File: src/rtl/rom_bridge_pkg.sv
// Shared types for the ROM fetch bridge: FSM states, buffer entry layout and
// the tag increment used for sequential prefetch.
package rom_bridge_pkg;

  localparam int ROM_AW = 14;

  typedef enum logic [1:0] {
    IDLE,
    DEMAND,
    PREFETCH
  } state_e;

  typedef struct packed {
    logic              valid;
    logic [ROM_AW-1:0] tag;
    logic [7:0]        data;
  } rom_entry_t;

  // Sequential successor; 16383 wraps to 0.
  function automatic logic [ROM_AW-1:0] next_tag(input logic [ROM_AW-1:0] t);
    return t + ROM_AW'(1);
  endfunction

endpackage

File: src/rtl/rom_fetch_bridge_if.sv
// Shared backing-memory read port: the bridge is the master, the memory
// arbiter the slave.
interface rom_fetch_bridge_if #(
  parameter int MEM_AW = 18
) ();

  logic              mem_req;
  logic [MEM_AW-1:0] mem_addr;
  logic              mem_ack;
  logic [7:0]        mem_rdata;

  modport master (
    output mem_req,
    output mem_addr,
    input  mem_ack,
    input  mem_rdata
  );

  modport slave (
    input  mem_req,
    input  mem_addr,
    output mem_ack,
    output mem_rdata
  );

endinterface

File: src/rtl/rom_line_buf.sv
// Two-entry tag/data store with hit compare, fill-order LRU and invalidate-all.
// Entries are replaced in least-recently-filled order.
module rom_line_buf
  import rom_bridge_pkg::*;
(
  input  logic              clk,
  input  logic              rst_b,
  input  logic              lookup_en,
  input  logic [ROM_AW-1:0] lookup_addr,
  input  logic [ROM_AW-1:0] probe_addr,
  input  logic              fill_en,
  input  logic [ROM_AW-1:0] fill_tag,
  input  logic [7:0]        fill_data,
  input  logic              inval_all,
  output logic              hit,
  output logic [7:0]        hit_data,
  output logic              probe_hit
);

  logic            mru_reg;
  logic            lru;
  logic [1:0]      match;
  logic [1:0]      probe_match;
  logic [1:0][7:0] data_w;

  assign lru = ~mru_reg;

  genvar gi;
  generate
    for (gi = 0; gi < 2; gi++) begin : g_entry
      rom_entry_t entry_reg;

      always_ff @(posedge clk or negedge rst_b) begin
        if (!rst_b) begin
          entry_reg <= '0;
        end else if (inval_all) begin
          entry_reg.valid <= 1'b0;
        end else if (fill_en && (lru == 1'(gi))) begin
          entry_reg <= '{valid: 1'b1, tag: fill_tag, data: fill_data};
        end
      end

      assign match[gi]       = lookup_en && entry_reg.valid && (entry_reg.tag == lookup_addr);
      assign probe_match[gi] = entry_reg.valid && (entry_reg.tag == probe_addr);
      assign data_w[gi]      = entry_reg.data;
    end
  endgenerate

  always_ff @(posedge clk or negedge rst_b) begin
    if (!rst_b) begin
      mru_reg <= 1'b0;
    end else if (fill_en && !inval_all) begin
      mru_reg <= lru;
    end
  end

  // On a double hit the most recently filled entry wins.
  always_comb begin
    hit      = |match;
    hit_data = match[mru_reg] ? data_w[mru_reg] : data_w[lru];
  end

  // Only the MRU entry survives the fill that accompanies this probe, so an
  // address held in the LRU entry does not count as buffered.
  assign probe_hit = probe_match[mru_reg];

endmodule

File: src/rtl/rom_fetch_bridge.sv
// Serves 23128 ROM reads from a shared variable-latency memory port through a
// 2-entry demand/prefetch buffer. AW must equal ROM_AW (buffer tag width).
module rom_fetch_bridge
  import rom_bridge_pkg::*;
#(
  parameter int                AW          = ROM_AW,
  parameter int                MEM_AW      = 18,
  parameter logic [MEM_AW-1:0] BASE_ADDR   = '0,
  parameter bit                PREFETCH_EN = 1'b1
) (
  input  logic                      clk,
  input  logic                      rst_b,
  input  logic [AW-1:0]             rom_addr,
  input  logic                      rom_cs,
  output logic [7:0]                rom_data,
  output logic                      rom_valid,
  input  logic                      flush,
  rom_fetch_bridge_if.master        mem
);

  state_e            state_reg, state_next;
  logic              req_reg, req_next;
  logic [MEM_AW-1:0] addr_reg, addr_next;
  logic [AW-1:0]     tag_reg, tag_next;
  logic              discard_reg, discard_next;
  logic [7:0]        rom_data_reg, rom_data_next;
  logic              rom_valid_reg, rom_valid_next;

  logic              hit;
  logic [7:0]        hit_data;
  logic              probe_hit;
  logic              fill_en;
  logic              ack_v;
  logic              miss;
  logic              tag_match;
  logic              redirect;
  logic [AW-1:0]     tag_succ;

  function automatic logic [MEM_AW-1:0] to_mem_addr(input logic [AW-1:0] a);
    return BASE_ADDR + MEM_AW'(a);
  endfunction

  rom_line_buf u_line_buf (
    .clk         (clk),
    .rst_b       (rst_b),
    .lookup_en   (rom_cs),
    .lookup_addr (rom_addr),
    .probe_addr  (tag_succ),
    .fill_en     (fill_en),
    .fill_tag    (tag_reg),
    .fill_data   (mem.mem_rdata),
    .inval_all   (flush),
    .hit         (hit),
    .hit_data    (hit_data),
    .probe_hit   (probe_hit)
  );

  assign tag_succ  = next_tag(tag_reg);
  assign ack_v     = req_reg & mem.mem_ack;
  assign miss      = rom_cs & ~hit;
  assign tag_match = rom_cs & (rom_addr == tag_reg);
  // The ROM side moved to an address that is neither buffered nor in flight.
  assign redirect  = miss & (rom_addr != tag_reg);

  always_comb begin
    state_next     = state_reg;
    req_next       = req_reg;
    addr_next      = addr_reg;
    tag_next       = tag_reg;
    discard_next   = discard_reg;
    fill_en        = 1'b0;
    rom_valid_next = hit;
    rom_data_next  = hit ? hit_data : rom_data_reg;

    case (state_reg)
      IDLE: begin
        if (miss) begin
          state_next   = DEMAND;
          req_next     = 1'b1;
          addr_next    = to_mem_addr(rom_addr);
          tag_next     = rom_addr;
          discard_next = 1'b0;
        end
      end

      DEMAND, PREFETCH: begin
        if (!req_reg) begin
          // Prefetch issue slot, one clk after the demand request dropped.
          if (flush || redirect) begin
            state_next = IDLE;
          end else begin
            req_next  = 1'b1;
            addr_next = to_mem_addr(tag_reg);
          end
        end else if (ack_v) begin
          req_next = 1'b0;
          if (flush || discard_reg) begin
            state_next   = IDLE;
            discard_next = 1'b0;
          end else begin
            fill_en = 1'b1;
            // Covers both the demand return and a promoted prefetch.
            if (tag_match) begin
              rom_valid_next = 1'b1;
              rom_data_next  = mem.mem_rdata;
            end
            if ((state_reg == DEMAND) && PREFETCH_EN && !probe_hit && !redirect) begin
              state_next = PREFETCH;
              tag_next   = tag_succ;
            end else begin
              state_next = IDLE;
            end
          end
        end else if (flush) begin
          discard_next = 1'b1;
        end
      end

      default: begin
        state_next = IDLE;
        req_next   = 1'b0;
      end
    endcase

    if (flush) begin
      rom_valid_next = 1'b0;
    end
  end

  always_ff @(posedge clk or negedge rst_b) begin
    if (!rst_b) begin
      state_reg     <= IDLE;
      req_reg       <= 1'b0;
      addr_reg      <= '0;
      tag_reg       <= '0;
      discard_reg   <= 1'b0;
      rom_data_reg  <= 8'h00;
      rom_valid_reg <= 1'b0;
    end else begin
      state_reg     <= state_next;
      req_reg       <= req_next;
      addr_reg      <= addr_next;
      tag_reg       <= tag_next;
      discard_reg   <= discard_next;
      rom_data_reg  <= rom_data_next;
      rom_valid_reg <= rom_valid_next;
    end
  end

  assign mem.mem_req  = req_reg;
  assign mem.mem_addr = addr_reg;
  assign rom_data     = rom_data_reg;
  assign rom_valid    = rom_valid_reg;

endmodule

File: src/flat_wrapper.sv
// flat-port wrapper written by rule: the top's interface ports become plain ports
module rom_fetch_bridge_flat import rom_bridge_pkg::*;
#(
  parameter int                AW          = ROM_AW,
  parameter int                MEM_AW      = 18,
  parameter logic [MEM_AW-1:0] BASE_ADDR   = '0,
  parameter bit                PREFETCH_EN = 1'b1
)
  (clk, rst_b, rom_addr, rom_cs, rom_data, rom_valid, flush, mem_mem_req, mem_mem_addr, mem_mem_ack, mem_mem_rdata);
  rom_fetch_bridge_if #(.MEM_AW(MEM_AW)) mem_i ();
  input  logic clk;
  input  logic rst_b;
  input  logic [AW-1:0] rom_addr;
  input  logic rom_cs;
  output logic [7:0] rom_data;
  output logic rom_valid;
  input  logic flush;
  output wire logic [$bits(mem_i.mem_req)-1:0] mem_mem_req;
  output wire logic [$bits(mem_i.mem_addr)-1:0] mem_mem_addr;
  input wire logic [$bits(mem_i.mem_ack)-1:0] mem_mem_ack;
  input wire logic [$bits(mem_i.mem_rdata)-1:0] mem_mem_rdata;
  assign mem_mem_req = mem_i.mem_req;
  assign mem_mem_addr = mem_i.mem_addr;
  assign mem_i.mem_ack = mem_mem_ack;
  assign mem_i.mem_rdata = mem_mem_rdata;
  rom_fetch_bridge #(.AW(AW), .MEM_AW(MEM_AW), .BASE_ADDR(BASE_ADDR), .PREFETCH_EN(PREFETCH_EN)) u_core (.clk(clk), .rst_b(rst_b), .rom_addr(rom_addr), .rom_cs(rom_cs), .rom_data(rom_data), .rom_valid(rom_valid), .flush(flush), .mem(mem_i));
endmodule
File: config.mk
export PLATFORM = sky130hd
export DESIGN_NAME = rom_fetch_bridge_flat
export DESIGN_NICKNAME = d
export VERILOG_FILES = /design/src/rtl/rom_bridge_pkg.sv /design/src/rtl/rom_fetch_bridge_if.sv /design/src/rtl/rom_line_buf.sv /design/src/rtl/rom_fetch_bridge.sv /design/src/flat_wrapper.sv
export SDC_FILE = /design/constraint.sdc
export NUM_CORES = 1
export LEC_CHECK = 0
export CAP_MARGIN = 0
export CELL_PAD_IN_SITES_DETAIL_PLACEMENT = 0
export CELL_PAD_IN_SITES_GLOBAL_PLACEMENT = 1
export CORE_ASPECT_RATIO = 0.7
export CORE_MARGIN = 10
export CORE_UTILIZATION = 40
export CTS_CLUSTER_DIAMETER = 120
export DETAILED_ROUTE_END_ITERATION = 16
export PLACE_DENSITY_LB_ADDON = 0.25
export SYNTH_ARGS = -nofsm -noshare
export SYNTH_HDL_FRONTEND = slang
export SYNTH_SLANG_ARGS = --single-unit
File: constraint.sdc
create_clock -name clk -period 4.6 [get_ports clk]
set_clock_uncertainty 0.15 [all_clocks]
set_input_delay 0.92 -clock clk [delete_from_list [all_inputs] [get_ports clk]]
set_output_delay 0.92 -clock clk [all_outputs]
set_load 0.005 [all_outputs]
==> Word-level counts from Yosys, hierarchy flattened <==
Cells that the tools add are included.
{ "word_totals": {"register_bits": 92, "word_cells": 128} }
{ "classes": {"n_reduce_logical": 28, "addsub": 1, "n_mux": 57, "n_eq_ne": 19, "bitwise_logic": 7, "order_cmp": 2} }
{ "op_table": {"columns": ["cell", "count"], "rows": [
  ["2-to-1 mux 8 bit", 11],
  ["equality test 14 bit", 5],
  ["2-to-1 mux 14 bit", 5],
  ["2-to-1 mux 18 bit", 3],
  ["2-to-1 mux 23 bit", 2],
  ["one-hot mux 18 bit (2 select lines)", 1],
  ["one-hot mux 14 bit (2 select lines)", 1],
  ["2-to-1 mux 1 bit", 25],
  ["adder 14 x 1 -> 14 bit (second input constant)", 1],
  ["inequality test 14 bit", 1],
  ["2-to-1 mux 2 bit", 6],
  ["logical AND 1 bit", 11],
  ["inequality test 2 x 1 -> 1 bit (second input constant)", 4],
  ["inequality test 2 bit (second input constant)", 3],
  ["inequality test 3 bit (second input constant)", 2],
  ["AND reduction 6 bit", 1],
  ["nonzero test 2 bit", 3],
  ["AND reduction 5 bit", 1],
  ["bitwise AND 1 bit", 4],
  ["< comparator 1 x 2 -> 1 bit (second input constant)", 2],
  ["one-hot mux 1 bit (2 select lines)", 2],
  ["one-hot mux 2 bit (2 select lines)", 1],
  ["AND reduction 2 bit", 2],
  ["AND reduction 4 bit", 1],
  ["10 further kinds", 16]
]} }

==> Depth between registers and ports, before layout <==
{ "depth": {"ltp_word": 13, "mapped_depth": 11, "depth_no_buf": 9} }

==> Hierarchy <==
From an unflattened synthesis, not the netlist that was laid out.
{ "hier_totals": {"hier_cells": 493, "area_unflattened_um2": 5306.3} }
{ "by_module_without_submodules": {"columns": ["mod", "seq_area_each_um2", "cells_each", "area_each_um2", "n_inst"], "rows": [
  ["rom_fetch_bridge", 1026.0, 298, 2796.4, 1],
  ["rom_line_buf", 1176.1, 195, 2509.9, 1]
]} }

==> Worst setup path after synthesis <==
Ideal clock, no wire load.
{ "synth_timing": {"path_type": "input port to flip-flop", "start": "input port rom_addr[0]", "end": "register u_core.tag_reg[8]", "path_stages": 11, "n_path_buf": 3, "t_required_ns": 4.313, "arrival_time_ns": 2.959, "setup_ns": 0.137, "slack_ns": 1.354, "path_cell_list": "clkbuf_1 xor2_1 nor4_1 nand4_1 and3_1 clkbuf_1 a21oi_1 clkbuf_1 nor2_1 a211oi_1 o211ai_1"} }
{ "synth_between": {"elab_chain_len": 10, "word_cells_on_any_way": 14} }
{ "synth_lines": {"columns": ["element", "line_no", "rtl"], "rows": [
  ["start: declaration", "flat_wrapper.sv:13", "input logic [AW-1:0] rom_addr;"],
  ["equality test 14 bit", "rom_line_buf.sv:43", "assign match[gi] = lookup_en && entry_reg.valid && (entry_reg.tag == lookup_addr);"],
  ["logical AND 1 bit", "rom_line_buf.sv:43", null],
  ["OR reduction 2 bit", "rom_line_buf.sv:59", "hit = |match;"],
  ["inverter 1 bit", "rom_fetch_bridge.sv:60", "assign miss = rom_cs & ~hit;"],
  ["bitwise AND 1 bit", "rom_fetch_bridge.sv:60", null],
  ["bitwise AND 1 bit", "rom_fetch_bridge.sv:63", "assign redirect = miss & (rom_addr != tag_reg);"],
  ["logical NOT 1 bit", "rom_fetch_bridge.sv:107", "if ((state_reg == DEMAND) && PREFETCH_EN && !probe_hit && !redirect) begin"],
  ["logical AND 1 bit", "rom_fetch_bridge.sv:107", null],
  ["inequality test 2 x 1 -> 1 bit (no line)", null, null],
  ["AND reduction 6 bit (no line) *", null, null],
  ["end signal: assignment", "rom_fetch_bridge.sv:143", "tag_reg <= tag_next;"],
  ["end: declaration", "rom_fetch_bridge.sv:24", "logic [AW-1:0] tag_reg, tag_next;"]
]} }
Mark *: on every way between the ends. The rest lies on a longest branch, timed or not.
A chain may end at the register's enable or synchronous reset.

==> Worst setup path after layout <==
{ "layout_timing": {"start": "input port rom_addr[12]", "end": "register u_core.tag_reg[8]"} }
Same word-level chain as after synthesis.

==> results.json <==
{
  "synth_compound_area_frac": 0.149,
  "yosys.area.top_type": "dfrtp_1",
  "clock_sinks": 88,
  "core_sq_um": 14000,
  "cts_setup_buffers": 0,
  "async_reset_ff_frac": 1.00,
  "final_cell_mix": "dfrtp_1, clkdlybuf4s50_1, nand2_1, xor2_1, nor2_1",
  "required_ns": 4.67,
  "die_h_microns": 120,
  "synth-seq-cells": 88,
  "die_width_microns": 163,
  "avgSynthCellArea_sq_um": 9.28,
  "min_path_type": "flip-flop to flip-flop",
  "timing.reg2reg.setup_slack_ns": 1.03,
  "ctsHoldBuffers": 0,
  "outcome": "completed",
  "fin_nets": 667,
  "setup_tns_ns": 0,
  "synth_top_area_frac": 0.386,
  "worstRegToRegCells": 9,
  "synthToLayoutAreaGrowth_pct": 16.6,
  "synth_mux_area_frac": 0.0995,
  "p_clk_frac": 0.200,
  "timing.final.ws_setup_ns": 0.689,
  "num_rows": 36,
  "worst-slew-pin-transition_ns": 0.905,
  "n_antenna_cell": 0,
  "rsz0062_at_grt": "false",
  "insertion_delay_ns": 0.35,
  "clkTransAtPathRegs_ns": 0.07,
  "drt_wl_total_microns": 17400,
  "nFillCells": 1341,
  "finalInstanceArea_sq_um": 6660,
  "synthCells": 615,
  "stdcell_count": 830,
  "leakage_uw": 0.00278,
  "placed_cells": 814,
  "cap_violations": 0,
  "cts_tree": "yes",
  "path_class": "input pin to flip-flop",
  "syn_area_sq_um": 5710,
  "ys_types": 67,
  "final_common_cell": "dfrtp_1",
  "yosys_warnings": 0,
  "cp.arrival_ns": 3.98,
  "synthTopCellsByArea": "dfrtp_1, mux2_2, xor2_1",
  "timing.final.crit_period_ns": 3.91,
  "largest_register_ffs": 30,
  "grt_usage": 0.180,
  "final_hold_viol_count": 0,
  "fmax_mhz": 256,
  "htreeDepth": 3,
  "vias_per_cell": 5.79,
  "wl_per_cell_microns": 21.0,
  "die-area_sq_um": 19500,
  "cts_resized": 0,
  "grt-ovfl-total": 0,
  "r2r_end": "u_core.tag_reg[5]",
  "critPathMaxFanout": 9,
  "dr.pass1.iters": 5,
  "multi_input_area_sq_um": 3180,
  "synthSimpleGateAreaFrac": 0.179,
  "crit_path_end": "u_core.tag_reg[8]",
  "r2r_start": "u_core.tag_reg[7]",
  "grt_max_degree": 69,
  "synthAdderAreaFrac": 0.0110,
  "slew_viol_final": 0,
  "antenna_found_initial": 0,
  "drtIter0Drc": 475,
  "swShare": 0.418,
  "synth_xor_area_frac": 0.116,
  "combPwrFrac": 0.477,
  "cts-buffers-inserted": 9,
  "dp_slack_ns": 0.406,
  "hold_slack_ns": 0.356,
  "setup.worst_path.start_class": "input pin",
  "setup_violations": 0,
  "power.density_nw_per_um2": 654,
  "grt_pass1_wl_microns": 27800,
  "period_share": 0.850,
  "portBuffers": 50,
  "power_switching_uw": 1820,
  "ir_drop_uv": 501,
  "postRouteAntennaNets": 0,
  "placed_area_sq_um": 6310,
  "clockBufferDepth": 2,
  "seqPwrFrac": 0.323,
  "synth-edff-count": 0,
  "route.detailed.drc": 0,
  "io_pins": 55,
  "synth_top_flop_cell": "dfrtp_1",
  "grt_pass1_vias": 4706,
  "vias": 4803,
  "cts_root_buf": "clkbuf_16",
  "worstSetupEndpointType": "flip-flop",
  "start_util": 0.409,
  "gp_congestion": 0.948,
  "synth_top_family_by_area": "simple AND/OR/NAND/NOR gates",
  "startpoint": "rom_addr[12]",
  "hpwlAfterDp_microns": 12800,
  "drive_gt1_frac": 0.139,
  "slew_headroom": 0.397,
  "p_int_uw": 2530,
  "ys_seq_area_frac": 0.386,
  "regArea_sq_um": 2200
}
metrics by stage:
step | power, uW | util
2_1_floorplan | 2780 | -
3_3_place_gp | 3440 | 0.452
3_5_place_dp | 3470 | 0.452
4_1_cts | 4350 | 0.477
5_1_grt | 4630 | 0.477
6_report | 4350 | 0.477
kinds of logic after synthesis:
kind of cell,after synthesis
fa+ha+maj,5
flops,88
buf+inv,76
mux,52
xor+xnor,74
simple gates,194
compound gates,125
other cells,1
worst max-delay path, stage by stage:
cell and delay, ns:
clkdlybuf4s50_1 0.60, xnor2_1 0.31, nand4_1 0.11, nor4_1 0.70, and4b_1 0.33, or3_1 0.56, nor2_2 0.30, o211ai_1 0.14
power groups by stage:
stage	Sequential, uW	Combinational (uW)	Clock [uW]
6_report	1410	2080	869
2_1_floorplan	1270	1510	0
5_1_grt	1450	2270	917
4_1_cts	1400	2060	892
3_3_place_gp	1410	2030	0
3_5_place_dp	1420	2050	0
synthesized netlist by cell type, drive strengths merged (18+ instances only):
| cell type | number |
|---|---|
| a21oi | 24 |
| clkbuf | 38 |
| dfrtp | 88 |
| o21ai | 24 |
| xor2 | 40 |
| xnor2 | 33 |
| mux2 | 38 |
| buf | 25 |
| nor2 | 40 |
| nand2 | 42 |
| nand3 | 18 |
| nor3 | 22 |
| nand4 | 18 |
layout make-up:
type,instances,share of cell area
flip-flops and latches,88,0.331
clock inverters,7,0.0186
inverters,13,0.00733
clock buffers,9,0.0338
multi-input cells,454,0.477
well taps,190,0.0357
repair buffers,69,0.0962
metal layers:
layer	routed length, microns	track usage	vias up
li1	-	-	2226
met1	8520	0.260	2362
met2	7530	0.263	189
met3	1080	0.0430	26
met4	281	0.0472	0
met5	0	0	-
worst min-delay path by stage:
stage | cells after the start | endpoint | from | slack (ns)
floorplan | 1 | u_core.u_line_buf.data_w[15] | u_core.u_line_buf.data_w[15] | 0.33
global placement | 1 | u_core.u_line_buf.data_w[15] | u_core.u_line_buf.data_w[15] | 0.34
detailed placement | 1 | u_core.u_line_buf.data_w[8] | u_core.u_line_buf.data_w[8] | 0.34
CTS | 1 | u_core.u_line_buf.data_w[8] | u_core.u_line_buf.data_w[8] | 0.36
global route | 1 | u_core.u_line_buf.data_w[8] | u_core.u_line_buf.data_w[8] | 0.37
finish | 1 | u_core.u_line_buf.data_w[8] | u_core.u_line_buf.data_w[8] | 0.36
(Power assumes the default switching activity.)
